**src/rtl/niosii_system_sysid_pkg.sv**
```systemverilog
// Shared register map and constants for the extended system-ID slave.
package niosii_system_sysid_pkg;

    localparam int unsigned ADDR_ID     = 0;
    localparam int unsigned ADDR_TS     = 1;
    localparam int unsigned ADDR_CTRL   = 2;
    localparam int unsigned ADDR_UP_LO  = 3;
    localparam int unsigned ADDR_UP_HI  = 4;
    localparam int unsigned ADDR_SEC    = 5;
    localparam int unsigned ADDR_SCR0   = 6;

    localparam logic [7:0]  SYSID_VERSION = 8'h02;
    localparam int unsigned CTRL_CLR_BIT  = 0;

    function automatic logic [31:0] caps_word(input int unsigned num_scratch);
        logic [31:0] n;
        n = num_scratch;
        return {16'h0000, SYSID_VERSION, n[7:0]};
    endfunction

endpackage

```
**src/rtl/niosii_system_sysid_uptime.sv**
```systemverilog
// 64-bit uptime counter with coherent high-word snapshot, plus prescaled seconds counter.
module niosii_system_sysid_uptime #(
    parameter int unsigned CLK_FREQ_HZ = 50000000
) (
    input  logic        clock,
    input  logic        reset,
    input  logic        clear,
    input  logic        snap,
    output logic [31:0] lo,
    output logic [31:0] hi,
    output logic [31:0] seconds
);

    localparam int unsigned PresW = (CLK_FREQ_HZ > 1) ? $clog2(CLK_FREQ_HZ) : 1;
    localparam logic [PresW-1:0] PresTc = PresW'(CLK_FREQ_HZ - 1);

    logic [63:0]      cnt_q;
    logic [63:0]      cnt_d;
    logic [PresW-1:0] presc_q, presc_d;
    logic [31:0]      sec_q, sec_d;
    logic [31:0]      hi_q;

    // Kept as a continuous assignment so the next-state can be overridden externally.
    assign cnt_d = clear ? 64'd0 : cnt_q + 64'd1;

    always_comb begin
        presc_d = presc_q + PresW'(1);
        sec_d   = sec_q;
        if (presc_q == PresTc) begin
            presc_d = '0;
            sec_d   = sec_q + 32'd1;
        end
        if (clear) begin
            presc_d = '0;
            sec_d   = '0;
        end
    end

    always_ff @(posedge clock) begin
        if (reset) begin
            cnt_q   <= '0;
            presc_q <= '0;
            sec_q   <= '0;
            hi_q    <= '0;
        end else begin
            cnt_q   <= cnt_d;
            presc_q <= presc_d;
            sec_q   <= sec_d;
            // Snapshot uses the pre-increment value so lo/hi form one coherent sample.
            if (snap) begin
                hi_q <= cnt_q[63:32];
            end
        end
    end

    assign lo      = cnt_q[31:0];
    assign hi      = hi_q;
    assign seconds = sec_q;

endmodule

```
**src/rtl/niosii_system_sysid_ext.sv**
```systemverilog
// Extended system-ID Avalon-MM slave: ID, timestamp, caps/ctrl, uptime, seconds, scratch.
module niosii_system_sysid_ext #(
    parameter logic [31:0] ID_VALUE        = 32'h0000_0000,
    parameter logic [31:0] TIMESTAMP_VALUE = 32'd1486768958,
    parameter int unsigned NUM_SCRATCH     = 2,
    parameter int unsigned CLK_FREQ_HZ     = 50000000,
    parameter int unsigned ADDR_WIDTH      = 4
) (
    input  logic                  clock,
    input  logic                  reset,
    input  logic [ADDR_WIDTH-1:0] address,
    input  logic                  read,
    input  logic                  write,
    input  logic [31:0]           writedata,
    output logic [31:0]           readdata,
    output logic                  readdatavalid
);

    import niosii_system_sysid_pkg::*;

    logic [31:0] addr_w;
    logic        rd_en;
    logic        clr;
    logic        snap;
    logic [31:0] up_lo, up_hi, seconds;
    logic [31:0] rdata_d;
    logic [31:0] scratch_q [NUM_SCRATCH];

    assign addr_w = 32'(address);
    // A simultaneous write wins; the read is dropped entirely.
    assign rd_en  = read & ~write;
    assign clr    = write & (addr_w == ADDR_CTRL) & writedata[CTRL_CLR_BIT];
    assign snap   = rd_en & (addr_w == ADDR_UP_LO);

    niosii_system_sysid_uptime #(
        .CLK_FREQ_HZ(CLK_FREQ_HZ)
    ) u_uptime (
        .clock  (clock),
        .reset  (reset),
        .clear  (clr),
        .snap   (snap),
        .lo     (up_lo),
        .hi     (up_hi),
        .seconds(seconds)
    );

    always_comb begin
        rdata_d = '0;
        unique case (addr_w)
            ADDR_ID:    rdata_d = ID_VALUE;
            ADDR_TS:    rdata_d = TIMESTAMP_VALUE;
            ADDR_CTRL:  rdata_d = caps_word(NUM_SCRATCH);
            ADDR_UP_LO: rdata_d = up_lo;
            ADDR_UP_HI: rdata_d = up_hi;
            ADDR_SEC:   rdata_d = seconds;
            default: begin
                for (int unsigned i = 0; i < NUM_SCRATCH; i++) begin
                    if (addr_w == ADDR_SCR0 + i) begin
                        rdata_d = scratch_q[i];
                    end
                end
            end
        endcase
    end

    always_ff @(posedge clock) begin
        if (reset) begin
            for (int unsigned i = 0; i < NUM_SCRATCH; i++) begin
                scratch_q[i] <= '0;
            end
        end else if (write) begin
            for (int unsigned i = 0; i < NUM_SCRATCH; i++) begin
                if (addr_w == ADDR_SCR0 + i) begin
                    scratch_q[i] <= writedata;
                end
            end
        end
    end

    always_ff @(posedge clock) begin
        if (reset) begin
            readdata      <= '0;
            readdatavalid <= 1'b0;
        end else begin
            readdatavalid <= rd_en;
            if (rd_en) begin
                readdata <= rdata_d;
            end
        end
    end

endmodule
```
**config.mk**
```make
export PLATFORM = sky130hd
export DESIGN_NAME = niosii_system_sysid_ext
export DESIGN_NICKNAME = d
export VERILOG_FILES = /design/src/rtl/niosii_system_sysid_pkg.sv /design/src/rtl/niosii_system_sysid_uptime.sv /design/src/rtl/niosii_system_sysid_ext.sv
export SDC_FILE = /design/constraint.sdc
export NUM_CORES = 1
export LEC_CHECK = 0
export CORE_MARGIN = 3
export CORE_UTILIZATION = 47
export DETAILED_ROUTE_END_ITERATION = 7
export GPL_TIMING_DRIVEN = 1
export PLACE_DENSITY = 0.66
export SLEW_MARGIN = 15
export SYNTH_ARGS = -nofsm -noshare
export SYNTH_HDL_FRONTEND = slang
export SYNTH_HIERARCHICAL = 1
export SYNTH_SLANG_ARGS = --single-unit
```
**constraint.sdc**
```tcl
create_clock -name clock -period 3.9 [get_ports clock]
set_clock_uncertainty 0.2 [all_clocks]
set_input_delay 0.78 -clock clock [delete_from_list [all_inputs] [get_ports clock]]
set_output_delay 0.78 -clock clock [all_outputs]
set_load 0.01 [all_outputs]
```
==> results of run 1 <==
power groups by stage:
stage | clock network (mW) | registers, mW | logic (mW)
3_3_place_gp | 0 | 2.81 | 0.305
5_1_grt | 2.73 | 2.76 | 0.334
4_1_cts | 2.61 | 2.75 | 0.309
2_1_floorplan | 0 | 2.81 | 0.179
6_report | 2.56 | 2.75 | 0.306
3_5_place_dp | 0 | 2.81 | 0.309
final timing paths:
path                       startpoint             endpoint  slack, ps  cells after the start
setup / recovery   u_uptime/cnt_q[16]   u_uptime/cnt_q[60]        860                      5
hold / removal    u_uptime/presc_q[0]  u_uptime/presc_q[0]        260                      1
setup reg to reg   u_uptime/cnt_q[16]   u_uptime/cnt_q[60]        860                      5
hold reg to reg   u_uptime/presc_q[0]  u_uptime/presc_q[0]        260                      1
cell usage in the layout, fill, tap and decap left out, types with 36 or more instances in the layout:
cell / count
a21oi_1: 59
dfxtp_1: 187
o21ai_0: 94
and2_1: 36
nor2_1: 120
mux2i_1: 49
xor2_1: 40
nand2_1: 54
or3_1: 40
nand3_1: 72
edfxtp_1: 64
clkdlybuf4s50_1: 70
nand4_1: 41
cell type report:
type | instances | area, um2
sequential | 251 | 5670
tap | 319 | 399
timing repair buffer | 97 | 913
multi-input combinational | 847 | 5360
clock inverter | 16 | 156
inverter | 15 | 56.3
fill | 2130 | 10600
clock buffer | 33 | 728
kinds of logic after synthesis:
group / after synthesis / synth area share (%)
buffers and inverters: 119 / 5.45
flip-flops: 251 / 48.7
adder cells (fa/ha/maj): 3 / 0.322
AO/OA/AOI/OAI: 227 / 11.9
AND/OR/NAND/NOR: 468 / 21.3
multiplexers: 79 / 7.11
XOR/XNOR: 70 / 5.27
worst reg2reg max path: cells and delay by family (launching register included):
kind             cells  cell delay (ps)
AND/OR/NAND/NOR      4             2150
flip-flops           1              450
AO/OA/AOI/OAI        1              150
per-layer routing:
layer / vias up / global-route usage, %
li1: 4420 / -
met1: 4316 / 29.7
met2: 226 / 35.5
met3: 68 / 4.82
met4: 4 / 6.61
met5: - / 0
flip-flops by register name, summed over array words and instances (netlist names):
| name | flops |
|---|---|
| scratch_q | 64 |
| u_uptime/cnt_q | 64 |
| readdata | 32 |
| u_uptime/hi | 32 |
| u_uptime/seconds | 32 |
| u_uptime/presc_q | 26 |
| readdatavalid | 1 |
==> tab_implementation.tex, run 1 <==
\begin{tabular}{lr}
\hline
Metric & Value \\
\hline
\multicolumn{2}{l}{\textbf{Status}} \\
\quad Run status & finished, final reports clean \\
\multicolumn{2}{l}{\textbf{Route}} \\
\quad Number of vias per cell after detailed routing & 5.72 \\
\quad Sum of routed wire length over all layers & between 20,000 and 30,000 um \\
\quad Top sig layer & met5 \\
\quad Met1 routed wirelength after detailed routing & between 10,000 and 15,000 um \\
\quad Metal3 WL & roughly 1800 um \\
\quad ANT nets after route & 0 \\
\quad Count of vias placed by the detailed router & around 9,000 \\
\quad DRC viols & 0 \\
\quad DRC violation total after the first TritonRoute iteration & around 810 \\
\quad Average wire length per cell after detail routing & $\sim$19 um \\
\quad Metal2 WL & approximately 14,000 um \\
\quad TritonRoute pass-1 iters & 6 \\
\multicolumn{2}{l}{\textbf{STA}} \\
\quad Final count of hold timing violations & 0 \\
\quad Pins over their slew limit & 0 \\
\quad Final cycle utilization of the critical path & between 70\% and 80\% \\
\quad Worst slew pin tran & 978 ps \\
\quad Worst setup margin & around 860 ps \\
\quad Setup violation total in the final timing report & 0 \\
\quad Max frequency & about 0.33 GHz \\
\quad Sum of negative setup slack & 0 ps \\
\quad Setup repair after global routing missed its margin & false \\
\quad Headroom to the max-slew limit & between 30\% and 40\% \\
\quad Worst slack on hold paths & between 200 and 300 ps \\
\quad Post-layout minimum cycle time & 3040 ps \\
\multicolumn{2}{l}{\textbf{Cells and area}} \\
\quad Area added between synthesis and finish & 14.0\% \\
\quad Final core utilization & between 50\% and 60\% \\
\quad Final Net Count & 1,282 \\
\quad Design area & roughly 13,000 um2 \\
\quad Antenna fix cells & 0 \\
\quad Share of final-layout standard cells stronger than drive strength 1 & approximately 10\% \\
\quad Post-route non-filler standard cell count & 1,578 \\
\multicolumn{2}{l}{\textbf{Setup path}} \\
\quad Crit Path Category & reg -> reg \\
\quad Data required time at the worst endpoint & around 4100 ps \\
\quad Critical path capture point type & flip-flop \\
\quad Crit path cell chain & nand3\_1 -> nor4\_2 -> nand3\_1 -> or4\_1 -> a21oi\_1 \\
\quad Largest incremental delay on the critical path & roughly 670 ps \\
\quad Combined buffer and inverter count along the critical path & 0 \\
\quad Data arrival time at the worst-slack endpoint & between 3000 and 4000 ps \\
\quad Type of origin of the critical path & flip-flop \\
\quad Cell mode on critical path & nand3\_1 \\
\quad Worst path slowest cell & or4\_1 \\
\quad Family with the most delay on the worst path & simple AND/OR/NAND/NOR gates \\
\quad Worst-path fanout max & 16 \\
\multicolumn{2}{l}{\textbf{Synth}} \\
\quad Synthesis-stage register bit count & 251 \\
\quad Cell with the most instances after synthesis & dfxtp\_1 \\
\quad Post-synthesis net count & between 1,000 and 1,500 \\
\quad Post-synthesis instance area & about 12,000 um2 \\
\quad Post-synthesis cell type with the largest combined area & dfxtp\_1 \\
\quad Warnings from Yosys & 6 \\
\quad Cells after Synth & between 1,000 and 1,500 \\
\quad Avg Cell Area, Syn & around 9.6 um2 \\
\quad Proportion of register bits with asynchronous set or reset after synthesis & 0\% \\
\quad List of most frequent post-synthesis cells & dfxtp\_1 (187), nor2\_1 (120), o21ai\_0 (94) \\
\quad Number of synthesized flops with an enable pin & 64 \\
\quad Register area share after synthesis & 48.7\% \\
\quad Dominant register cell in the synthesized netlist & dfxtp\_1 \\
\quad Biggest area contributors in the synthesized netlist & dfxtp\_1 (32\%), edfxtp\_1 (17\%), mux2i\_1 (4.2\%), o21ai\_0 (4.0\%), nor2\_1 (3.9\%) \\
\quad Synth top area share & roughly a third \\
\quad Number of distinct library cells after synthesis & slightly below 50 \\
\multicolumn{2}{l}{\textbf{Pwr}} \\
\quad Combinational Power Share & roughly 5.4\% \\
\quad Maximum resistive drop on vdd & 0.328 mV \\
\quad Fraction of power consumed by the clock network & between 40\% and 50\% \\
\quad Switching portion of total power & 22.1\% \\
\quad Static Leakage & approximately 4.4 nW \\
\quad Sw Pwr & $\sim$1.2 mW \\
\quad Power Internal & roughly 4.4 mW \\
\quad Power, Total & around 5.6 mW \\
\quad Power density normalized to cell area & approximately 420 nW/um2 \\
\quad Sequential group share of total power & 49.0\% \\
\multicolumn{2}{l}{\textbf{Global routing}} \\
\quad GRT Residual Overflow & 0 \\
\quad Initial antenna violation count & 2 \\
\quad Largest net degree at the start of global routing & 43 \\
\quad First-pass GRT wire length & between 40,000 and 50,000 um \\
\quad Via count of the first global-routing pass & around 8,700 \\
\quad Global Route Usage Sum & between 20\% and 30\% \\
\multicolumn{2}{l}{\textbf{Clock tree}} \\
\quad Root Buffer & clkbuf\_16 \\
\quad Number of levels the H-tree was split into & 1 \\
\quad TritonCTS clock tree & done \\
\quad Number of CTS-inserted buffers & 27 \\
\quad CTS clk-pin slew, worst paths & roughly 70 ps \\
\quad Clock latency of the later-clocked register in the worst-skew pair & between 500 and 600 ps \\
\quad Clock Sink Count & around 250 \\
\quad Maximum buffer depth of the clock tree & 3 \\
\quad PostCTS Resize Cnt & 0 \\
\quad Cts-stage hold buffer count & 0 \\
\quad Setup repair bufs after CTS & 0 \\
\multicolumn{2}{l}{\textbf{Die}} \\
\quad Vertical die dimension & between 150 and 200 um \\
\quad Number of I/O pins & 73 \\
\quad Area inside the core boundary & roughly 24,000 um2 \\
\quad Site row count & 56 \\
\quad Area enclosed by the die boundary & between 20,000 and 30,000 um2 \\
\quad Chip width & approximately 160 um \\
\quad Effective utilization at floorplan & 48.7\% \\
\multicolumn{2}{l}{\textbf{Flow run}} \\
\quad Max-capacitance violation count & 0 \\
\multicolumn{2}{l}{\textbf{Place}} \\
\quad Placed standard-cell area & 12,400 um2 \\
\quad DP Wirelength & approximately 20,000 um \\
\quad Dpl cells & around 1,500 \\
\quad Quantity of I/O buffers inserted on ports & just over 70 \\
\quad Worst slack at placement & a little under 600 ps \\
\quad Final weighted congestion of routability-driven global placement & roughly 0.86 \\
\multicolumn{2}{l}{\textbf{Worst hold path}} \\
\quad Worst min path class & reg -> reg \\
\hline
\end{tabular}
(Power assumes the default switching activity.)
==> run 2, diff against run 1 <==
==> constraint.sdc (replaced) <==
create_clock -name clock -period 3.15 [get_ports clock]
set_clock_uncertainty 0.2 [all_clocks]
set_input_delay 0.63 -clock clock [delete_from_list [all_inputs] [get_ports clock]]
set_output_delay 0.63 -clock clock [all_outputs]
set_load 0.01 [all_outputs]
==> run 2 against run 1 <==
  * Maximum frequency increased by 8.4%
  * Global-route usage decreased by 0.25 points
  * Utilization increased by 0.65 points
  * Worst hold slack improved by 4.4 ps
  * Sequential power increased by 24%
  * Non-clock buffer count increased by 12
  * Critical path type unchanged
  * Wire length decreased by 0.23%
  * Critical path depth increased by 1
  * Sequential share of layout area decreased by 0.49 points
==> tab_implementation.tex, run 2 (synthesis gave the netlist of run 1 again) <==
\begin{tabular}{lr}
\hline
Metric & Value \\
\hline
\multicolumn{2}{l}{\textbf{Status}} \\
\quad Run status & finished, final reports clean \\
\multicolumn{2}{l}{\textbf{Die}} \\
\quad Number of I/O pins & 73 \\
\quad Area inside the core boundary & roughly 24,000 um2 \\
\quad Vertical die dimension & $\sim$160 um \\
\quad Effective utilization at floorplan & between 40\% and 50\% \\
\quad Site row count & 56 \\
\quad Area enclosed by the die boundary & about 27,000 um2 \\
\quad Chip width & between 150 and 200 um \\
\multicolumn{2}{l}{\textbf{Place}} \\
\quad Final weighted congestion of routability-driven global placement & between 0.8 and 0.9 \\
\quad DP Wirelength & about 20,000 um \\
\quad Quantity of I/O buffers inserted on ports & 72 \\
\quad Worst slack at placement & 283 ps \\
\multicolumn{2}{l}{\textbf{Clock tree}} \\
\quad Clock latency of the later-clocked register in the worst-skew pair & around 540 ps \\
\quad Root Buffer & clkbuf\_16 \\
\quad Maximum buffer depth of the clock tree & 3 \\
\quad Clock Sink Count & approximately 250 \\
\quad Number of CTS-inserted buffers & 27 \\
\quad Setup repair bufs after CTS & 0 \\
\quad Number of levels the H-tree was split into & 1 \\
\quad Cts-stage hold buffer count & 0 \\
\quad PostCTS Resize Cnt & 0 \\
\quad TritonCTS clock tree & done \\
\quad CTS clk-pin slew, worst paths & around 60 ps \\
\multicolumn{2}{l}{\textbf{Global routing}} \\
\quad Via count of the first global-routing pass & 8,675 \\
\quad First-pass GRT wire length & around 47,000 um \\
\quad Largest net degree at the start of global routing & 70 \\
\quad Global Route Usage Sum & 21.8\% \\
\quad Most Crowded Layer GR & met2 \\
\quad Routing usage on met3 & approximately 3.4\% \\
\quad Initial antenna violation count & 0 \\
\quad Met1 routing resource usage after global routing & between 30\% and 40\% \\
\quad Met2 layer usage reported by global route & a little over a third \\
\quad GRT Residual Overflow & 0 \\
\multicolumn{2}{l}{\textbf{Flow run}} \\
\quad Max-capacitance violation count & 0 \\
\multicolumn{2}{l}{\textbf{Cells and area}} \\
\quad Share of final-layout standard cells stronger than drive strength 1 & about 11\% \\
\quad Final core utilization & around 56\% \\
\quad Antenna fix cells & 0 \\
\quad Highest-count cells in the layout ignoring fill and taps & dfxtp\_1 (187), nor2\_1 (120), o21ai\_0 (94), nand3\_1 (72), clkdlybuf4s50\_1 (70) \\
\quad Largest registers in the final layout & scratch\_q (64), u\_uptime/cnt\_q (64) \\
\quad Final Net Count & about 1,300 \\
\quad Most frequent standard cell in the layout excluding fill and tap cells & dfxtp\_1 \\
\quad Area added between synthesis and finish & 15.3\% \\
\multicolumn{2}{l}{\textbf{Route}} \\
\quad ANT nets after route & 0 \\
\quad Count of vias placed by the detailed router & around 9,000 \\
\quad Average wire length per cell after detail routing & roughly 18 um \\
\quad Number of vias per cell after detailed routing & approximately 5.8 \\
\quad DRC violation total after the first TritonRoute iteration & around 720 \\
\quad TritonRoute pass-1 iters & 5 \\
\quad Sum of routed wire length over all layers & between 20,000 and 30,000 um \\
\quad DRC viols & 0 \\
\multicolumn{2}{l}{\textbf{Worst hold path}} \\
\quad Worst min path class & reg -> reg \\
\quad WHS Path Cells & 1 \\
\multicolumn{2}{l}{\textbf{STA}} \\
\quad Worst setup margin & 350 ps \\
\quad Final cycle utilization of the critical path & 88.9\% \\
\quad Max frequency & approximately 0.36 GHz \\
\quad Sum of negative setup slack & 0 ps \\
\quad Pins over their slew limit & 0 \\
\quad Headroom to the max-slew limit & 47.0\% \\
\quad Setup violation total in the final timing report & 0 \\
\quad Final count of hold timing violations & 0 \\
\quad Post-layout minimum cycle time & between 2000 and 3000 ps \\
\quad Setup repair after global routing missed its margin & false \\
\quad Worst slew pin tran & slightly below 800 ps \\
\multicolumn{2}{l}{\textbf{Pwr}} \\
\quad Power, Total & between 6 and 7 mW \\
\quad Power density normalized to cell area & between 500 and 600 nW/um2 \\
\quad Static Leakage & between 4 and 5 nW \\
\quad Maximum resistive drop on vdd & 0.422 mV \\
\multicolumn{2}{l}{\textbf{Setup path}} \\
\quad Data arrival time at the worst-slack endpoint & around 3000 ps \\
\quad Crit Path Category & reg -> reg \\
\quad Data required time at the worst endpoint & between 3000 and 4000 ps \\
\quad Critical path capture point type & flip-flop \\
\quad Type of origin of the critical path & flip-flop \\
\quad Number of cells on the worst reg-to-reg path & 6 \\
\quad Worst-path fanout max & 12 \\
\hline
\end{tabular}
-- run 2: through the flow --
step                      area, um2  cells  hold WS [ps]
after floorplan               11600   1217           230
after global placement        12500   1541           244
after detailed placement      12500   1541           253
after CTS                     13400   1591           267
after global routing          13400   1591           300
final                         13400   1591           263
-- run 2: worst paths after layout --
check	slack, ps	startpoint	to
min reg2reg	260	u_uptime/presc_q[0]	u_uptime/presc_q[0]
max	350	u_uptime/presc_q[0]	u_uptime/seconds[28]
max reg2reg	350	u_uptime/presc_q[0]	u_uptime/seconds[28]
min	260	u_uptime/presc_q[0]	u_uptime/presc_q[0]
-- run 2: area by class of cell --
type,instances,area [um2]
well taps,319,399
clock buffers,41,808
repair buffers,109,1070
clock inverters,9,78.8
fillers,2115,10500
inverters,15,56.3
flip-flops and latches,251,5670
multi-input cells,847,5360
-- run 2: worst max-delay path, cell delays in order, from the launching register on --
cell	delay [ps]
dfxtp_1	370
ha_1	230
nand4_1	160
or3_1	460
or4_1	740
or3_1	410
a21oi_1	150
-- run 2: per-layer routing --
layer	share of wire [%]	up-vias
met5	0	-
met4	2.5	0
met1	44	4475
li1	-	4451
met2	47	249
met3	6.1	53
-- run 2: power breakdown --
part           internal (mW)  switching [mW]
Combinational          0.172           0.223
Sequential              3.38          0.0329
Clock                   1.85            1.30
Total                   5.40            1.56
==> run 3, diff against run 2 <==
==> constraint.sdc (replaced) <==
create_clock -name clock -period 3.15 [get_ports clock]
set_clock_uncertainty 0.2 [all_clocks]
set_input_delay 0.7875 -clock clock [delete_from_list [all_inputs] [get_ports clock]]
set_output_delay 0.7875 -clock clock [all_outputs]
set_load 0.01 [all_outputs]
==> run 3 against run 2 <==
  * Count of clock-buffer cells in the layout shrank 4
  * Largest cell class unchanged
  * Sequential power about the same
  * Highest routed layer unchanged
  * Largest power group unchanged
  * Non-clock buffer count increased by 2
  * Cell area is 0.28% higher
  * Clock power is 3% higher
  * Total power increased by 1.6%
==> tab_implementation.tex, run 3 (synthesis gave the netlist of run 1 again) <==
\begin{tabular}{lr}
\hline
Metric & Value \\
\hline
\multicolumn{2}{l}{\textbf{Worst hold path}} \\
\quad WHS Path Cells & 2 \\
\quad Worst min path class & reg -> reg \\
\quad Hold\_sp & readdata[12] \\
\quad Hold Path End & readdata[12] \\
\multicolumn{2}{l}{\textbf{Place}} \\
\quad DP Wirelength & around 20,000 um \\
\quad Final weighted congestion of routability-driven global placement & just under 0.9 \\
\quad Dpl cells & 1,543 \\
\quad Quantity of I/O buffers inserted on ports & 72 \\
\multicolumn{2}{l}{\textbf{STA}} \\
\quad Max frequency & $\sim$0.34 GHz \\
\quad Final cycle utilization of the critical path & between 90 and 100\% \\
\quad Pins over their slew limit & 0 \\
\quad Post-layout minimum cycle time & approximately 2900 ps \\
\quad Setup violation total in the final timing report & 0 \\
\quad Sum of negative setup slack & 0 ps \\
\quad Worst slew pin tran & 1070 ps \\
\quad Headroom to the max-slew limit & approximately 29\% \\
\quad Setup repair after global routing missed its margin & false \\
\quad Final count of hold timing violations & 0 \\
\multicolumn{2}{l}{\textbf{Cells and area}} \\
\quad Count of fill cells added during filler insertion & around 2,100 \\
\quad Final core utilization & between 50\% and 60\% \\
\quad Multi-input gate area & 5360 um2 \\
\quad Share of final-layout standard cells stronger than drive strength 1 & roughly 11\% \\
\quad Final Net Count & $\sim$1,300 \\
\quad Highest-count cells in the layout ignoring fill and taps & dfxtp\_1 (187), nor2\_1 (120), o21ai\_0 (94), nand3\_1 (72), clkdlybuf4s50\_1 (70) \\
\quad Post-route non-filler standard cell count & about 1,600 \\
\quad FF/Latch Area & between 5000 and 6000 um2 \\
\quad Antenna fix cells & 0 \\
\quad Largest registers in the final layout & scratch\_q (64), u\_uptime/cnt\_q (64) \\
\quad Most frequent standard cell in the layout excluding fill and tap cells & dfxtp\_1 \\
\quad Area added between synthesis and finish & 15.7\% \\
\multicolumn{2}{l}{\textbf{Route}} \\
\quad Number of vias per cell after detailed routing & 5.67 \\
\quad Average wire length per cell after detail routing & around 18 um \\
\quad TritonRoute pass-1 iters & 5 \\
\quad DRC violation total after the first TritonRoute iteration & approximately 890 \\
\quad DRC viols & 0 \\
\quad ANT nets after route & 0 \\
\quad Count of vias placed by the detailed router & approximately 9,000 \\
\quad Sum of routed wire length over all layers & a little under 30,000 um \\
\multicolumn{2}{l}{\textbf{Global routing}} \\
\quad Via count of the first global-routing pass & approximately 8,400 \\
\quad Global Route Usage Sum & between 20\% and 30\% \\
\quad Initial antenna violation count & 0 \\
\quad First-pass GRT wire length & 46,200 um \\
\quad GRT Residual Overflow & 0 \\
\quad Largest net degree at the start of global routing & just under 100 \\
\multicolumn{2}{l}{\textbf{Clock tree}} \\
\quad Maximum buffer depth of the clock tree & 3 \\
\quad Number of levels the H-tree was split into & 1 \\
\quad Setup repair bufs after CTS & 0 \\
\quad TritonCTS clock tree & done \\
\quad Cts-stage hold buffer count & 0 \\
\quad PostCTS Resize Cnt & 0 \\
\quad CTS clk-pin slew, worst paths & $\sim$60 ps \\
\quad Number of CTS-inserted buffers & 28 \\
\quad Clock latency of the later-clocked register in the worst-skew pair & $\sim$550 ps \\
\quad Root Buffer & clkbuf\_16 \\
\quad Clock Sink Count & between 200 and 300 \\
\multicolumn{2}{l}{\textbf{Die}} \\
\quad Area enclosed by the die boundary & around 27,000 um2 \\
\quad Chip width & around 160 um \\
\quad Number of I/O pins & between 70 and 80 \\
\quad Area inside the core boundary & between 20,000 and 25,000 um2 \\
\quad Site row count & 56 \\
\quad Vertical die dimension & approximately 160 um \\
\quad Effective utilization at floorplan & 48.7\% \\
\multicolumn{2}{l}{\textbf{Setup path}} \\
\quad Data arrival time at the worst-slack endpoint & 3190 ps \\
\quad RR Endpoint & u\_uptime/seconds[29] \\
\quad Critical path capture point type & flip-flop \\
\quad Worst-path fanout max & 11 \\
\quad Reg-to-reg setup timing slack & approximately 230 ps \\
\quad Type of origin of the critical path & flip-flop \\
\quad Crit Path Category & reg -> reg \\
\quad Number of cells on the worst reg-to-reg path & 6 \\
\quad Data required time at the worst endpoint & 3420 ps \\
\quad Startpoint of the worst-slack reg-to-reg timing path & u\_uptime/presc\_q[0] \\
\multicolumn{2}{l}{\textbf{Pwr}} \\
\quad Power density normalized to cell area & about 520 nW/um2 \\
\quad Static Leakage & roughly 4.4 nW \\
\quad Maximum resistive drop on vdd & a little over 0.4 mV \\
\multicolumn{2}{l}{\textbf{Status}} \\
\quad Run status & finished, final reports clean \\
\multicolumn{2}{l}{\textbf{Flow run}} \\
\quad Max-capacitance violation count & 0 \\
\hline
\end{tabular}
==> run 3: metrics by stage <==
step	hold WS, ps	cell area, um2	setup WS, ps	total power [mW]
after CTS	263	13500	266	7.11
after floorplan	230	11600	362	3.70
after detailed placement	253	12500	64.0	3.88
after global placement	244	12500	54.1	3.87
after global routing	281	13500	71.2	7.29
final	256	13500	233	7.06
==> run 3: power breakdown <==
| part | internal [mW] | switching (mW) | leakage (nW) |
|---|---|---|---|
| combinational | 0.170 | 0.224 | 1.87 |
| sequential | 3.38 | 0.0323 | 2.12 |
| clock | 1.93 | 1.33 | 0.450 |
==> run 3: area by class of cell <==
cell class | instances | area share, %
Tap cell | 319 | 2.96
Clock buffer | 37 | 5.60
Timing Repair Buffer | 111 | 7.93
Sequential cell | 251 | 42.1
Inverter | 15 | 0.418
Clock inverter | 15 | 1.24
Multi-Input combinational cell | 847 | 39.8
==> run 3: worst max path at each step <==
stage                         from                    to  slack, ps  cells after the start
5_1_grt        u_uptime/presc_q[0]  u_uptime/seconds[29]         70                      6
6_report       u_uptime/presc_q[0]  u_uptime/seconds[29]        230                      6
3_5_place_dp            address[1]      scratch_q[0][47]         60                      5
2_1_floorplan           address[2]       u_uptime/hi[10]        360                      8
3_3_place_gp            address[1]      scratch_q[0][36]         50                      5
4_1_cts        u_uptime/presc_q[0]  u_uptime/seconds[29]        270                      6
==> run 3: worst max-delay path: stages (launching register included) <==
cell and delay [ps]:
dfxtp_1 370, ha_1 240, nand4_1 190, or4_1 660
or4_1 660, or3_1 390, a21oi_1 150
==> run 3: routing by layer <==
metal / share of wire (%) / global-route usage [%] / up-vias
li1: - / - / 4452
met3: 5.2 / 2.87 / 43
met5: 0 / 0 / -
met1: 45 / 30.7 / 4327
met4: 2.8 / 6.19 / 0
met2: 47 / 34.9 / 227
